`src/rtl/multicycle_control.sv`:
```
// Main control FSM for the multicycle MIPS datapath (fetch/decode/execute/memory/writeback).
// Define MC_ADDI_EN to add the addi path (IMM_EXEC/IMM_WB); otherwise opcode 001000 is illegal.
module multicycle_control #(
   parameter int MEM_TIMEOUT = 16,
   parameter int TMO_W       = 5
) (
   input  logic             clk,
   input  logic             rst_n,
   input  logic             run,
   input  logic [5:0]       opcode,
   input  logic             mem_ready,
   output logic             mem_read,
   output logic             mem_write,
   output logic             ior_d,
   output logic             ir_write,
   output logic             pc_write,
   output logic             pc_write_cond,
   output logic [1:0]       pc_source,
   output logic [2:0]       alu_op,
   output logic             alu_src_a,
   output logic [1:0]       alu_src_b,
   output logic             reg_write,
   output logic             reg_dst,
   output logic             mem_to_reg,
   output logic             instr_done,
   output logic             illegal_op,
   output logic             mem_timeout,
   output logic [3:0]       state
);

   typedef enum logic [3:0] {
      S_IDLE     = 4'd0,
      S_FETCH    = 4'd1,
      S_DECODE   = 4'd2,
      S_MEM_ADDR = 4'd3,
      S_MEM_RD   = 4'd4,
      S_MEM_WB   = 4'd5,
      S_MEM_WR   = 4'd6,
      S_EXEC_R   = 4'd7,
      S_ALU_WB   = 4'd8,
      S_BRANCH   = 4'd9,
      S_JUMP     = 4'd10,
      S_IMM_EXEC = 4'd11,
      S_IMM_WB   = 4'd12
   } state_t;

   localparam logic [5:0] OP_RTYPE = 6'b000000;
   localparam logic [5:0] OP_LW    = 6'b100011;
   localparam logic [5:0] OP_SW    = 6'b101011;
   localparam logic [5:0] OP_BEQ   = 6'b000100;
   localparam logic [5:0] OP_J     = 6'b000010;
   localparam logic [5:0] OP_ADDI  = 6'b001000;

   state_t             state_q, state_d;
   logic [TMO_W-1:0]   tmo_q, tmo_d;
   logic               wait_s;
   logic               timeout_s;
   state_t             end_next_s;

   assign wait_s     = (state_q == S_FETCH) || (state_q == S_MEM_RD) || (state_q == S_MEM_WR);
   // Ready in the limit cycle wins over the abort.
   assign timeout_s  = wait_s && !mem_ready && (tmo_q == TMO_W'(MEM_TIMEOUT - 1));
   assign end_next_s = run ? S_FETCH : S_IDLE;
   assign state      = state_q;

   // Next-state and memory-wait counter logic
   always_comb begin
      state_d = state_q;
      if (wait_s && !mem_ready && !timeout_s) begin
         tmo_d = tmo_q + TMO_W'(1);
      end else begin
         tmo_d = '0;
      end
      case (state_q)
         S_IDLE:     state_d = run ? S_FETCH : S_IDLE;
         S_FETCH:    state_d = mem_ready ? S_DECODE : S_FETCH;
         S_DECODE: begin
            case (opcode)
               OP_RTYPE:     state_d = S_EXEC_R;
               OP_LW, OP_SW: state_d = S_MEM_ADDR;
               OP_BEQ:       state_d = S_BRANCH;
               OP_J:         state_d = S_JUMP;
`ifdef MC_ADDI_EN
               OP_ADDI:      state_d = S_IMM_EXEC;
`endif
               default:      state_d = end_next_s;
            endcase
         end
         S_MEM_ADDR: state_d = (opcode == OP_LW) ? S_MEM_RD : S_MEM_WR;
         S_MEM_RD: begin
            if (mem_ready) begin
               state_d = S_MEM_WB;
            end else if (timeout_s) begin
               state_d = S_FETCH;
            end else begin
               state_d = S_MEM_RD;
            end
         end
         S_MEM_WB:   state_d = end_next_s;
         S_MEM_WR: begin
            if (mem_ready) begin
               state_d = end_next_s;
            end else if (timeout_s) begin
               state_d = S_FETCH;
            end else begin
               state_d = S_MEM_WR;
            end
         end
         S_EXEC_R:   state_d = S_ALU_WB;
         S_ALU_WB:   state_d = end_next_s;
         S_BRANCH:   state_d = end_next_s;
         S_JUMP:     state_d = end_next_s;
`ifdef MC_ADDI_EN
         S_IMM_EXEC: state_d = S_IMM_WB;
         S_IMM_WB:   state_d = end_next_s;
`endif
         default:    state_d = S_IDLE;
      endcase
   end

   // Output decode from the registered state, with the few Mealy terms
   always_comb begin
      mem_read      = 1'b0;
      mem_write     = 1'b0;
      ior_d         = 1'b0;
      ir_write      = 1'b0;
      pc_write      = 1'b0;
      pc_write_cond = 1'b0;
      pc_source     = 2'b00;
      alu_op        = 3'b000;
      alu_src_a     = 1'b0;
      alu_src_b     = 2'b00;
      reg_write     = 1'b0;
      reg_dst       = 1'b0;
      mem_to_reg    = 1'b0;
      instr_done    = 1'b0;
      illegal_op    = 1'b0;
      mem_timeout   = timeout_s;
      case (state_q)
         S_FETCH: begin
            mem_read  = 1'b1;
            alu_src_b = 2'b01;
            ir_write  = mem_ready;
            pc_write  = mem_ready;
         end
         S_DECODE: begin
            alu_src_b = 2'b11;
            case (opcode)
               OP_RTYPE, OP_LW, OP_SW, OP_BEQ, OP_J: illegal_op = 1'b0;
`ifdef MC_ADDI_EN
               OP_ADDI: illegal_op = 1'b0;
`endif
               default: begin
                  illegal_op = 1'b1;
                  instr_done = 1'b1;
               end
            endcase
         end
         S_MEM_ADDR: begin
            alu_src_a = 1'b1;
            alu_src_b = 2'b10;
         end
         S_MEM_RD: begin
            mem_read = 1'b1;
            ior_d    = 1'b1;
         end
         S_MEM_WB: begin
            reg_write  = 1'b1;
            mem_to_reg = 1'b1;
            instr_done = 1'b1;
         end
         S_MEM_WR: begin
            mem_write  = 1'b1;
            ior_d      = 1'b1;
            instr_done = mem_ready;
         end
         S_EXEC_R: begin
            alu_src_a = 1'b1;
            alu_op    = 3'b010;
         end
         S_ALU_WB: begin
            reg_write  = 1'b1;
            reg_dst    = 1'b1;
            instr_done = 1'b1;
         end
         S_BRANCH: begin
            alu_src_a     = 1'b1;
            alu_op        = 3'b001;
            pc_write_cond = 1'b1;
            pc_source     = 2'b01;
            instr_done    = 1'b1;
         end
         S_JUMP: begin
            pc_write   = 1'b1;
            pc_source  = 2'b10;
            instr_done = 1'b1;
         end
`ifdef MC_ADDI_EN
         S_IMM_EXEC: begin
            alu_src_a = 1'b1;
            alu_src_b = 2'b10;
         end
         S_IMM_WB: begin
            reg_write  = 1'b1;
            instr_done = 1'b1;
         end
`endif
         default: mem_timeout = timeout_s;
      endcase
   end

   // State and timeout counter registers
   always_ff @(posedge clk or negedge rst_n) begin
      if (!rst_n) begin
         state_q <= S_IDLE;
         tmo_q   <= '0;
      end else begin
         state_q <= state_d;
         tmo_q   <= tmo_d;
      end
   end

endmodule

```
`config.mk`:
```
export PLATFORM = sky130hd
export DESIGN_NAME = multicycle_control
export DESIGN_NICKNAME = d
export VERILOG_FILES = /design/src/rtl/multicycle_control.sv
export SDC_FILE = /design/constraint.sdc
export NUM_CORES = 1
export LEC_CHECK = 0
export ABC_CLOCK_PERIOD_IN_PS = 1700
export BUFFER_PORTS_ARGS = -buffer_cell sky130_fd_sc_hd__buf_2
export CAP_MARGIN = 40
export CORE_ASPECT_RATIO = 0.9
export CORE_MARGIN = 2
export CORE_UTILIZATION = 40
export CTS_BUF_LIST = sky130_fd_sc_hd__clkbuf_8
export DETAILED_ROUTE_END_ITERATION = 8
export PLACE_DENSITY = 0.71
export SYNTH_ARGS = -nofsm -noshare
export SYNTH_HDL_FRONTEND = slang
export SYNTH_SLANG_ARGS = --single-unit
```
`constraint.sdc`:
```
create_clock -name clk -period 1.7 [get_ports clk]
set_input_delay 0.085 -clock clk [delete_from_list [all_inputs] [get_ports clk]]
set_output_delay 0.085 -clock clk [all_outputs]
set_load 0.05 [all_outputs]
```
---- Word-level counts from Yosys, hierarchy flattened ----
Cells that the tools add are included.
W data, S select, Z words.
operators by class
  $add $sub $neg .......................... 1
  equal/unequal tests ..................... 15
  multiplexer cells ....................... 26
  reduce and logical (&&, ||, !) cells .... 17
operator list
  operator               count
  $pmux W4 S7            1
  $eq A4 B3 Y1 const B   4
  $pmux W4 S4            1
  $eq A4 B4 Y1 const B   3
  $eq A6 B6 Y1 const B   2
  $mux W1                12
  $mux W3                4
  $reduce_or A5 Y1       2
  $eq A4 B2 Y1 const B   2
  $pmux W2 S2            2
  $reduce_or A2 Y1       4
  $eq A6 B2 Y1 const B   1
  $eq A6 B3 Y1 const B   1
  $logic_not A6 Y1       1
  $pmux W2 S3            1
  $add A5 B1 Y5 const B  1
  $eq A5 B4 Y1 const B   1
  $mux W5                1
  $eq A4 B1 Y1 const B   1
  $logic_not A4 Y1       1
  $mux W2                2
  $reduce_or A4 Y1       1
  $logic_and A1 B1 Y1    3
  $pmux W1 S3            1
  4 further kinds        6
word-level totals
  register bits after elaboration ......... 9
  input bits .............................. 10
  output and inout port bits .............. 24
  logic and storage cells ................. 61

---- Depth between registers and ports, before layout ----
Gate-level depths: netlist (run 1).
  word-level depth ........................ 8
  depth in mapped cells ................... 7
  mapped depth without buffers ............ 7

---- Worst setup path after synthesis (run 1) ----
Ideal clock, no wire load.
  kind .................................... register -> output
  start ................................... register state_q[0], in the netlist state[0]
  end ..................................... output port illegal_op
  data arrival time ....................... 2.486 ns
  data required time ...................... 1.615 ns
  setup slack ............................. -0.871 ns
  cell stages (with the launch flop) ...... 4
  path buffers ............................ 1
  path through ............................ dfrtp_1 buf_6 nand2b_1 nor4_1
on the way
  word-level cells in the longest chain between the ends .. 2
ends and longest elaborated chain
  item                      line  source
  start: declaration        54    state_t state_q, state_d;
  start signal: assignment  218   state_q <= state_d;
  $eq A4 B2 Y1              139   case (state_q)
  $mux W1                   139
  end: declaration          26    output logic illegal_op,
No other way between the ends.

---- Worst setup path after layout (run 1) ----
  start ................................... register state_q[3], in the netlist state[3]
  end ..................................... output port reg_write
on the way
  word-level cells in the longest chain between the ends .. 3
  elaborated cells between the ends (all ways) .. 4
  those cells by class .................... eq/ne: 2; mux: 1; reduce/logical: 1
ends and longest elaborated chain
  item                                          line  source
  $eq A4 B4 Y1 or $eq A4 B3 Y1 (tied branches)  139
  $reduce_or A2 Y1 (no line) *                  -
  $mux W1 *                                     139
  end: declaration                              22    output logic reg_write,
Mark *: on every way between the ends. The rest lies on a longest branch, timed or not.

==> results by group, run 1 <==
Finish
  • Multi-input logic area: 628 µm²
  • Finished Core Util: 62.1%
  • Diodes inserted: 0
  • Most frequent cells in the layout: buf_2, nor2_1, buf_4
  • Layout cells sized above 1: 48.3%
  • Fill count: 175
  • Layout Area Growth over Synthesis: 45.1%
  • Fin nets: 160
  • Storage cell area: 229 µm²
  • Final Cell Area: 1210 µm²
  • Commonest non-fill, non-tap cell in the layout: buf_2

Global route
  • Total grt overflow: 0
  • Met1 Usage GRT: 25.1%
  • Initial antenna violation count: 0
  • First-pass GRT wire length: 3230 µm
  • Grt met3 use: 4.78%
  • Gr busiest metal: met2
  • Number of global-route vias before repair: 686
  • Largest net degree at the start of global routing: 16
  • Total Routing Usage GR: 18.3%
  • Met2 GRT Util: 28.4%

Worst setup path
  • Critical-path maximum fanout: 7
  • Kind of critical path: reg -> out
  • Startpoint Class: register
  • Crit path DAT: 1.55 ns
  • Worst EP required: 1.62 ns
  • Setup crit end kind: primary output

Clock tree
  • H-tree Lvls: 1
  • Clk sinks: 9
  • CTS tree: yes
  • Clk_lat worst skew: 0.24 ns
  • CTS buffer count: 3
  • Max clock buf depth: 2
  • CTS clk-pin slew, worst paths: 0.05 ns
  • Clock Tree Root: clkbuf_8

Yosys
  • Post-synth EDFFs: 0
  • Post-synthesis register bit count: 9
  • Post-synthesis sequential area ratio: 27.0%
  • Simple-Gate Fraction of Synth Area: 36.0%
  • Post-synthesis xor/xnor area fraction: 4.20%
  • Post-Syn Nets: 122
  • Post-Syn Area: 835 µm²
  • Syn Inst Count: 110
  • Netlist cell types: 44
  • Mux cell area share after synthesis: 2.55%
  • Avg Inst Size Synth: 7.59 µm²
  • Largest family of logic cells by synthesized area: simple AND/OR/NAND/NOR gates
  • Synth Area in Compound Gates: 15.9%
  • Yosys warnings: 0
  • Post-synth ARST share: 100%
  • Synth Area in Adders: 3.00%
  • Synth Flop Type: dfrtp_1

STA
  • Unrepaired setup endpoints after global routing: false
  • Skew final: 0.000215 ns
  • Final hold violations: 0
  • Final Max Tran Viols: 0
  • Final Worst Setup Slack: 0.0691 ns
  • Tcrit/Tclk final: 95.9%
  • Fmax: 0.613 GHz
  • Min Tclk post-route: 1.63 ns
  • # setup viols final: 0

Detailed routing
  • Antenna-violating nets left: 0
  • DR pass1 iterations: 4
  • Total Routed Length: 2060 µm
  • DR vias/cell: 5.11
  • Residual DRC: 0
  • Vias: 879
  • Drt wl/cell: 12.0 µm
  • DRT iter0 DRCs: 16

Placed design
  • Dpl ws: 0.131 ns
  • Port bufs: 32
  • Post-DP HPWL: 1560 µm
  • GP Congestion: 0.873
  • DP Area: 1120 µm²

Die
  • Num rows: 15
  • Die Area: 2470 µm²
  • CORE AREA: 1950 µm²
  • DIE WIDTH: 52.1 µm
  • Starting density of the core: 42.8%
  • # IOs: 34
  • Die height: 47.3 µm

Min path
  • Worst min-delay path category: in -> reg

Status
  • Status: complete, no violations

Power and ir drop
  • LEAKAGE: 0.545 nW
  • Pwr/cell area: 1610 nW/µm²
  • Maximum vdd drop: 1.06 mV

Job
  • Max-cap check violation count: 0
synthesized netlist by cell type, types with 2 or more instances:
master | number | area, µm²
nor4_1 | 2 | 12.5
buf_4 | 4 | 30.0
inv_1 | 7 | 26.3
nand3b_1 | 2 | 15.0
o21ai_1 | 2 | 10.0
xor2_1 | 2 | 17.5
a31oi_1 | 2 | 12.5
a21oi_1 | 5 | 25.0
nor3_1 | 4 | 20.0
ha_1 | 2 | 25.0
nor2b_1 | 3 | 18.8
buf_6 | 2 | 22.5
clkbuf_1 | 2 | 7.51
nor2_1 | 19 | 71.3
nand3_1 | 4 | 20.0
nand2_1 | 7 | 26.3
xnor2_1 | 2 | 17.5
nand2b_1 | 5 | 31.3
dfrtp_1 | 9 | 225
state kept, by name (all words and copies together) (netlist names):
name	flops
tmo_q	5
state	4
through the flow:
step	std cells	setup TNS, ns	hold slack, ns	power (mW)
after floorplan	110	-0.330	-0.211	1.39
after global placement	166	0	-0.0603	1.63
after detailed placement	166	0	-0.0526	1.65
after CTS	171	0	0.114	1.91
after global routing	172	0	0.138	2.06
final	172	0	0.108	1.94
path summary, 6_finish.rpt:
kind / from / to / slack (ns) / cells past startpoint
worst max-delay path: state[3] / reg_write / 0.07 / 4
worst min-delay path: run / state[0] / 0.11 / 3
worst max register to register: tmo_q[0] / state[0] / 0.16 / 7
worst min register to register: tmo_q[0] / tmo_q[0] / 0.47 / 1
max in group asynchronous: rst_n / state[0] / 1.25 / 2
min in group asynchronous: rst_n / tmo_q[2] / 0.25 / 2
critical path: stages, from the launching register on:
cell,delay [ns]
dfrtp_1,0.46
nand2b_1,0.24
mux2_2,0.31
nor2_4,0.07
clkbuf_4,0.22
cell type report:
type	instances	share of cell area (%)
clock inverter	1	0.413
multi-input combinational	85	51.9
timing repair buffer	42	20.7
sequential	9	18.9
clock buffer	3	3.41
tap	25	2.58
inverter	7	2.17
power by group:
group	internal, mW	switching [mW]
Combinational	0.442	0.874
Sequential	0.262	0.114
Clock	0.160	0.0924
cells by family after synthesis:
logic type | count (synthesis)
and+or+nand+nor | 56
other | 1
xor gates and xnor gates | 4
AOI/OAI and AO/OA | 20
adders and majority gates | 2
DFF | 9
muxes | 2
buffers and inverters | 16
what timing repair did:
action / CTS / global route
buffers inserted: 0 / 1
endpoints found under the hold margin: 9 / 0
cloned: 0 / 0
resized for setup: 1 / 10
pin swaps: 0 / 2
endpoints found under the setup margin: 2 / 6
hold buffers: 1 / 0
layer usage:
metal,routed length [µm],up-vias
met1,1000,388
li1,-,456
met4,26,0
met5,0,-
met2,913,31
met3,115,4
Note: power is estimated with default switching activity, not from simulation.
==> run 2, diff against run 1 <==
--- a/config.mk
+++ b/config.mk
@@ -8,12 +8,15 @@
 export ABC_CLOCK_PERIOD_IN_PS = 1700
 export BUFFER_PORTS_ARGS = -buffer_cell sky130_fd_sc_hd__buf_2
 export CAP_MARGIN = 40
+export CELL_PAD_IN_SITES_DETAIL_PLACEMENT = 1
+export CELL_PAD_IN_SITES_GLOBAL_PLACEMENT = 2
 export CORE_ASPECT_RATIO = 0.9
 export CORE_MARGIN = 2
-export CORE_UTILIZATION = 40
+export CORE_UTILIZATION = 26
 export CTS_BUF_LIST = sky130_fd_sc_hd__clkbuf_8
+export CTS_CLUSTER_SIZE = 20
 export DETAILED_ROUTE_END_ITERATION = 8
-export PLACE_DENSITY = 0.71
+export PLACE_DENSITY = 0.83
 export SYNTH_ARGS = -nofsm -noshare
 export SYNTH_HDL_FRONTEND = slang
 export SYNTH_SLANG_ARGS = --single-unit
==> run 2 against run 1 <==
Via count grew 5.0%. Count of clock-buffer cells in the layout unchanged. Total power up 6.0%. Sequential power shrank 7.7%. Clock skew grew 0.0078 ns. Die area grew 49%. First-iteration DRC count is 130% higher. Setup slack better by 0.0043 ns. Clock power decreased by 4%. Utilization down 20 points. Flip-flop and latch count unchanged. Critical path type unchanged.
==> results by group, run 2 (synthesis gave the netlist of run 1 again) <==
Placed design
  • Port bufs: 32
  • DP Area: 1170 µm²
  • Post-DP HPWL: 1970 µm
  • GP Congestion: 0.755
  • Dpl ws: 0.0942 ns

Die
  • Die Area: 3680 µm²
  • Num rows: 19
  • DIE WIDTH: 63.7 µm
  • # IOs: 34
  • CORE AREA: 3070 µm²
  • Die height: 57.7 µm
  • Starting density of the core: 27.2%

Finish
  • Finished Core Util: 42.0%
  • Final Cell Area: 1290 µm²
  • Diodes inserted: 0
  • Storage cell area: 229 µm²
  • Layout cells sized above 1: 50.3%
  • Largest Register: tmo_q
  • Fin nets: 168
  • Layout Area Growth over Synthesis: 54.3%
  • Commonest non-fill, non-tap cell in the layout: buf_2
  • Fill count: 387
  • Most frequent cells in the layout: buf_2, buf_4, nor2_1
  • Largest register FFs: 5
  • Multi-input logic area: 624 µm²

Clock tree
  • CTS tree: yes
  • H-tree Lvls: 1
  • CTS clk-pin slew, worst paths: 0.05 ns
  • Max clock buf depth: 2
  • CTS buffer count: 3
  • Clk_lat worst skew: 0.24 ns
  • Clk sinks: 9
  • Clock Tree Root: clkbuf_8

STA
  • Final Worst Setup Slack: 0.0734 ns
  • Final hold violations: 0
  • Unrepaired setup endpoints after global routing: true
  • Final Max Tran Viols: 0
  • Min Tclk post-route: 1.63 ns
  • Skew final: 0.00802 ns
  • Setup_tns: 0 ns
  • Hold WS: 0.118 ns
  • Tcrit/Tclk final: 95.7%
  • # setup viols final: 0
  • Fmax: 0.615 GHz

Detailed routing
  • Vias: 923
  • Residual DRC: 0
  • Total Routed Length: 2570 µm
  • Antenna-violating nets left: 0
  • DR vias/cell: 4.69
  • DR pass1 iterations: 5
  • Drt wl/cell: 13.0 µm
  • DRT iter0 DRCs: 37

Global route
  • First-pass GRT wire length: 4350 µm
  • Total Routing Usage GR: 14.7%
  • Number of global-route vias before repair: 921
  • Total grt overflow: 0
  • Largest net degree at the start of global routing: 16
  • Initial antenna violation count: 0

Power and ir drop
  • Maximum vdd drop: 0.818 mV
  • LEAKAGE: 0.585 nW
  • Pwr/cell area: 1600 nW/µm²

Worst setup path
  • Setup crit end kind: primary output
  • Critical-path maximum fanout: 6
  • Worst EP required: 1.62 ns
  • Kind of critical path: reg -> out
  • Crit path DAT: 1.54 ns
  • Startpoint Class: register

Status
  • Status: complete, no violations

Job
  • Max-cap check violation count: 0

Min path
  • Worst min-delay path category: in -> reg
-- run 2: changes by cell type in the layout (fill, tap and decap cells not counted) --
cell      delta
clkinv_2     -1
ha_1         +1
buf_4        +9
nand2b_2     +1
ha_2         -1
clkbuf_4     -1
a21oi_1      -1
inv_1        +1
nand2b_4     -1
a21oi_2      +1
-- run 2: path summary, 6_finish.rpt --
path                       startpoint        end  slack [ns]  cells after the start
setup / recovery             state[3]  reg_write        0.07                      4
hold / removal                    run   state[0]        0.12                      3
setup reg to reg             tmo_q[0]   state[0]        0.12                      7
hold reg to reg              tmo_q[0]   tmo_q[0]        0.55                      2
max in group asynchronous       rst_n   state[2]        1.25                      2
min in group asynchronous       rst_n   tmo_q[4]        0.24                      2
-- run 2: worst max-delay path, stage by stage, from the launching register on --
cell and delay [ns]:
dfrtp_1 0.44, nand2b_2 0.26, mux2_2 0.31, nor2_4 0.07
clkbuf_4 0.22
-- run 2: per-stage QoR --
step	power, mW	instances
global placement	1.68	186
floorplan	1.39	110
CTS	1.99	192
detailed placement	1.71	186
global route	2.21	197
finish	2.06	197
-- run 2: where the power goes --
group	internal (mW)	leakage, nW	switching, mW
clock network	0.157	0.0269	0.0850
logic	0.523	0.440	0.949
registers	0.262	0.118	0.0843
total	0.942	0.585	1.12
-- run 2: area by class of cell --
type	instances	area share, %
multi-input cells	85	48.5
clock inverters	1	0.292
well taps	42	4.08
flip-flops and latches	9	17.8
inverters	7	2.04
clock buffers	3	3.21
repair buffers	50	24.1
-- run 2: repair_timing --
action                                  in CTS  in global routing
resized for setup                            2                  7
pin swaps                                    0                  2
hold buffers                                 1                  0
setup buffers                                1                  5
hold endpoints to repair                     9                  0
endpoints found under the setup margin       3                  6
-- run 2: routing by layer --
metal	vias to the layer above	wire (µm)	track usage, %	part of all wire (%)
met4	0	0	1.86	0
li1	467	-	-	-
met3	0	56	2.33	2.2
met5	-	0	0	0
met2	13	1260	24.4	49
met1	443	1250	20.8	49
